--- src/rtl/variable_unshift_stage.sv ---
// Receive-side variable right shifter: config packets set the shift amount, and shifted data packets go out through a 2-entry FIFO.
// Optional build macro VARSHIFT_ARITH_EN switches the data shift to an arithmetic shift that fills with the message MSB.
module variable_unshift_stage #(
  parameter int                    ADDR_SIZE    = 4,
  parameter int                    PAYLOAD_SIZE = 8,
  parameter logic [ADDR_SIZE-1:0]  CONFIG_ADDR  = '0
) (
  input  logic                              clk,
  input  logic                              reset,
  input  logic                              recv_val,
  output logic                              recv_rdy,
  input  logic [ADDR_SIZE+PAYLOAD_SIZE:0]   recv_msg,
  output logic                              send_val,
  input  logic                              send_rdy,
  output logic [ADDR_SIZE+PAYLOAD_SIZE:0]   send_msg,
  output logic [4:0]                        cur_shamt
);

  localparam int W = ADDR_SIZE + PAYLOAD_SIZE + 1;

  logic [4:0]   r_shamt;
  logic [1:0]   r_count;
  logic [W-1:0] r_entry0;
  logic [W-1:0] r_entry1;

  logic         w_recv_fire;
  logic         w_send_fire;
  logic         w_is_cfg;
  logic         w_push;
  logic [W-1:0] w_shifted;

  assign recv_rdy    = reset && (r_count < 2'd2);
  assign send_val    = (r_count != 2'd0);
  assign send_msg    = r_entry0;
  assign cur_shamt   = r_shamt;

  assign w_recv_fire = recv_val && recv_rdy;
  assign w_send_fire = send_val && send_rdy;
  assign w_is_cfg    = recv_msg[W-1] && (recv_msg[W-2:PAYLOAD_SIZE] == CONFIG_ADDR);
  assign w_push      = w_recv_fire && !w_is_cfg;

`ifdef VARSHIFT_ARITH_EN
  assign w_shifted = $signed(recv_msg) >>> r_shamt;
`else
  assign w_shifted = recv_msg >> r_shamt;
`endif

  always_ff @(posedge clk or negedge reset) begin
    if (!reset) begin
      r_shamt <= '0;
    end else if (w_recv_fire && w_is_cfg) begin
      r_shamt <= recv_msg[4:0];
    end
  end

  // Entry 0 is always the head, so the output keeps its last value once the FIFO empties.
  always_ff @(posedge clk or negedge reset) begin
    if (!reset) begin
      r_count  <= '0;
      r_entry0 <= '0;
      r_entry1 <= '0;
    end else begin
      case ({w_push, w_send_fire})
        2'b10: begin
          if (r_count == 2'd0) begin
            r_entry0 <= w_shifted;
          end else begin
            r_entry1 <= w_shifted;
          end
          r_count <= r_count + 2'd1;
        end
        2'b01: begin
          if (r_count == 2'd2) begin
            r_entry0 <= r_entry1;
          end
          r_count <= r_count - 2'd1;
        end
        2'b11: begin
          r_entry0 <= w_shifted;
        end
        default: begin
        end
      endcase
    end
  end

endmodule
--- config.mk ---
export PLATFORM = sky130hd
export DESIGN_NAME = variable_unshift_stage
export DESIGN_NICKNAME = d
export VERILOG_FILES = /design/src/rtl/variable_unshift_stage.sv
export SDC_FILE = /design/constraint.sdc
export NUM_CORES = 1
export LEC_CHECK = 0
export CAP_MARGIN = 20
export CORE_MARGIN = 2
export CORE_UTILIZATION = 33
export CTS_CLUSTER_DIAMETER = 50
export DETAILED_ROUTE_END_ITERATION = 16
export HOLD_SLACK_MARGIN = 0.1
export PLACE_DENSITY = 0.58
export SYNTH_ARGS = -nofsm -noshare
export SYNTH_HDL_FRONTEND = slang
export SYNTH_SLANG_ARGS = --single-unit
--- constraint.sdc ---
create_clock -name clk -period 2.95 [get_ports clk]
set_input_delay 0.4425 -clock clk [delete_from_list [all_inputs] [get_ports clk]]
set_output_delay 0.4425 -clock clk [all_outputs]
set_load 0.005 [all_outputs]
After elaboration in Yosys (flattened, before gate mapping)
Cells that the tools add are included.
- flip-flop bits (word level): 33
- input bits: 17
- $add $sub $neg: 2
- $lt $le $gt $ge: 1
- equality and inequality tests: 6
- shift-type cells: 1
- multiplexer cells: 4
- bitwise logic cells: 1
- reductions and logical operators: 14
- operators with widths (operator ; count):
    $pmux W13 S3 ; 1
    $mux W13 ; 2
    $shr A13 B5 Y13 ; 1
    $eq A2 B2 Y1 const B ; 3
    $logic_and A1 B1 Y1 ; 6
    $logic_not A4 Y1 ; 1
    $ne A2 B2 Y1 const B ; 2
    $pmux W2 S2 ; 1
    $reduce_bool A2 Y1 ; 2
    $reduce_and A3 Y1 ; 1
    $reduce_bool A3 Y1 ; 1
    $add A2 B1 Y2 const B ; 1
    $eq A2 B1 Y1 const B ; 1
    $logic_not A2 Y1 ; 1
    $lt A2 B2 Y1 const B ; 1
    $reduce_and A2 Y1 ; 1
    $sub A2 B1 Y2 const B ; 1
    $logic_not A1 Y1 ; 1
    $not A1 Y1 ; 1

Logic depth before layout (Yosys ltp)
- depth after elaboration: 7
- depth in mapped cells: 11
- mapped depth without buffers: 10

Least setup slack after synthesis
No wires, ideal clock.
- kind: in2reg
- start: input port recv_msg[8]
- end: register r_entry0[10] (netlist: send_msg[10])
- library setup time: 119 ps
- arrival time: 2001 ps
- setup slack: 831 ps
- stages: 11
- path through: nor4_1 > nand2_1 > nand3_1 > inv_1 > ha_1 > o21ai_2 > a21oi_1 > nor2_2 > buf_2 > o211ai_1 > o21a_1
- word-level cells in the longest chain between the ends: 7
- elaborated cells between the ends (all ways): 14
- RTL lines (what ; RTL line ; RTL):
    start, declared ; 12 ; input logic [ADDR_SIZE+PAYLOAD_SIZE:0] recv_msg,
    $logic_not A4 Y1 ; 39 ; assign w_is_cfg = recv_msg[W-1] && (recv_msg[W-2:PAYLOAD_SIZE] == CONFIG_ADDR);
    $logic_and A1 B1 Y1 ; 39 ;
    $logic_not A1 Y1 ; 40 ; assign w_push = w_recv_fire && !w_is_cfg;
    $logic_and A1 B1 Y1 ; 40 ;
    $eq A2 B1 Y1 / $eq A2 B2 Y1 (equally long branches) ; 63 ; case ({w_push, w_send_fire})
    $ne A2 B2 Y1 (no source line) / $reduce_bool A3 Y1 (equally long branches) ; n/a ;
    $reduce_and A3 Y1 (no source line) ; n/a ;
    end signal, assigned ; 66 ; r_entry0 <= w_shifted;
    end signal, assigned ; 74 ; r_entry0 <= r_entry1;
    end signal, assigned ; 79 ; r_entry0 <= w_shifted;
    end, declared ; 23 ; logic [W-1:0] r_entry0;
Parallel ways exist; a longest one is shown, timed or not. The select of a mux whose other input is x is not followed.
A chain may end at the register's enable or synchronous reset.

Worst setup path in the final report
- start: input port recv_msg[8]
- end: register r_entry0[6] (netlist: send_msg[6])
The elaborated chain is that of the path after synthesis.

==> results.cfg <==
[critical_path]
worst-path-stages = 12
slowest_stage = clkdlybuf4s50_1
cp_max_fo = 23
r2r_slack_ns = 0.75
worst_ep_arrival_time_ns = 2.62
r2r-end = send_msg[4]
endpoint_kind = flop
worstPathCellList = clkdlybuf4s50_1 -> nor4_1 -> nand2_1 -> nand3_1 -> inv_1 -> ha_1 -> nor3b_1 -> a21oi_1 -> nor2_2 -> buf_12 -> mux2i_1 -> o21ai_0
critical_path_class = input port to flop
r2r_cells = 3
crit_path_start_kind = input port
crit_family = simple AND/OR/NAND/NOR gates
timing.rr.start = cur_shamt[0]
slowest_delay_ns = 0.48
crit_buf_inv = 3
crit_required_ns = 3.11

[die]
initial_utilization_pct = 33.6
rows = 28
die_w_um = 81.2
core_mm2 = 0.00585
ioPinCount = 37
die_y_um = 81.2
die-area_mm2 = 0.00659

[sta]
fin_tns_setup_ns = 0
finalCritPeriodShare_pct = 83.4
finalCriticalPeriod_ns = 2.46
finalHoldViolCount = 0
tightest_slew_ns = 0.749
rsz0062_at_grt = no
max-slew-margin-rel_pct = 50.1
clock_skew_ns = 0.00578
slew_viol_final = 0
finalSetupViolations = 0
fmax_mhz = 407
whs_ns = 0.469
worst_slack_ns = 0.491

[worst_hold_path]
holdPathEnd = r_entry1[6]
min_path_cells = 2
hold_path_class = flop to flop
hold_start = r_entry1[6]

[synth]
synth_top_cells_by_count = 33 x dfrtp_1, 27 x nand2_1, 15 x o21ai_0
synth-simple-area-share_pct = 16.3
synth.area.mux_share_pct = 16.9
syn-num-nets = 216
synth.most_common_cell = dfrtp_1
synth_xor_area_share_pct = 1.34
synth_edf_count = 0
synthFlopType = dfrtp_1
synth_area_mm2 = 0.00197
synth_top_family_by_area = multiplexers
ys_warn_count = 0
synth-adder-area-share_pct = 1.91
ys_seq_area_share_pct = 42.0
syn_inst = 196
yosys-top-cells-area = dfrtp_1 42%, mux4_2 9.2%, nand2_1 5.2%, o21ai_0 3.8%, mux2i_1 3.6%
synth-compound-area-share_pct = 16.5
yosysUniqueCellTypes = 41
yosysTopAreaCell = dfrtp_1
synthArstFlopShare_pct = 100
synth.top_cell.area_share_pct = 42.0
avgSynthCellArea_um2 = 10.0
yosys_register_bits = 33

[clocking]
cts_tree = yes
cts_num_sinks = 33
holdBufCountCts = 0
post_cts_buffers = 0
clk_path_buf_depth = 2
path_clk_slew_ns = 0.07
htree_levels = 2
insertion_delay_ns = 0.28
cts_root_buf = clkbuf_8
post_cts_resize_count = 0
cts_buffers = 5

[power_and_ir_drop]
p_leak_nw = 0.961
powerDensity_mw_per_mm2 = 811
peakVddDrop_mv = 0.278
power.total_mw = 2.01

[drt]
drt-total-wl_mm = 4.41
dr.first_iter.drc_count = 46
num_vias = 1544
final_antenna_net_count = 0
drc = 0
vias_per_cell = 5.05
wl_per_cell_um = 14.4
drt_first_pass_iters = 4

[global_routing]
grt_max_degree = 34
grt_pass1_vias = 1507
grt_overflow = 0
grt.total_usage_pct = 15.3
grt_pass1_wl_mm = 7.60
grt_antenna_before_repair = 0

[place]
place_area_mm2 = 0.00239
globalplace.congestion = 0.784
dpl_worst_slack_ns = 0.162
post-dp-hpwl_mm = 3.27
dp_cells = 299
io_buffers = 36

[flow_run]
maxCapViolCount = 0

[layout]
areaGrowthSynthToFinish_pct = 26.1
layout.cells.non_filler = 306
design_area_mm2 = 0.00248
post-route-util_pct = 42.4
layout.nets = 251
n_antenna_cell = 0
drive_above_1_share_pct = 12.6

[run_status]
status = finished clean
-- power by group --
part,leakage [nW],switching [mW],internal [mW]
sequential,0.432,0.153,0.634
clock,0.0443,0.158,0.185
combinational,0.484,0.389,0.492
total,0.961,0.701,1.31
-- placed cells by master (no fill, tap or decap), types with 5 or more instances in the layout --
cell	n
mux2_2	5
mux4_2	8
inv_1	8
a21oi_1	9
nand3_1	5
dfrtp_1	33
clkdlybuf4s50_1	36
o21ai_0	15
nand2_1	27
nor3_1	5
nor2_1	9
o211ai_1	5
clkbuf_8	6
mux2i_1	7
-- state kept, by name, indices dropped and copies added (netlist names) --
| signal | count |
|---|---|
| cur_shamt | 5 |
| r_count | 2 |
| r_entry1 | 13 |
| send_msg | 13 |
-- worst reg2reg max path: stages, from the launching register on --
cell and delay (ns):
dfrtp_1 0.83, mux4_2 0.64, a221oi_1 0.42, o221ai_1 0.18
-- layer usage --
layer	routed length, µm	global-route usage [%]
met5	0	0
met2	1950	23.4
met4	35	4.07
met3	164	4.11
met1	2260	21.6
-- final cells by class --
cell class | count | area, µm²
Timing Repair Buffer | 40 | 403
Fill cell | 589 | 3370
Multi-Input combinational cell | 143 | 1040
Sequential cell | 33 | 826
Inverter | 8 | 30.0
Clock buffer | 7 | 86.3
Tap cell | 75 | 93.8
-- worst max path at each step --
stage	startpoint	end	slack, ns
finish	recv_msg[8]	send_msg[6]	0.49
global route	recv_msg[8]	send_msg[6]	0.29
CTS	recv_msg[8]	send_msg[6]	0.46
detailed placement	recv_msg[8]	send_msg[6]	0.16
global placement	recv_msg[8]	send_msg[6]	0.23
floorplan	recv_msg[8]	send_msg[10]	0.83
-- cell families (layout without fill, tap and decap cells) --
kind of cell | count (synthesis) | in the layout
compound gates | 50 | 50
xor+xnor | 3 | 3
fa+ha+maj | 3 | 3
buf+inv | 20 | 55
flops | 33 | 33
mux | 21 | 21
simple gates | 66 | 66
Note: power is estimated with default switching activity, not from simulation.
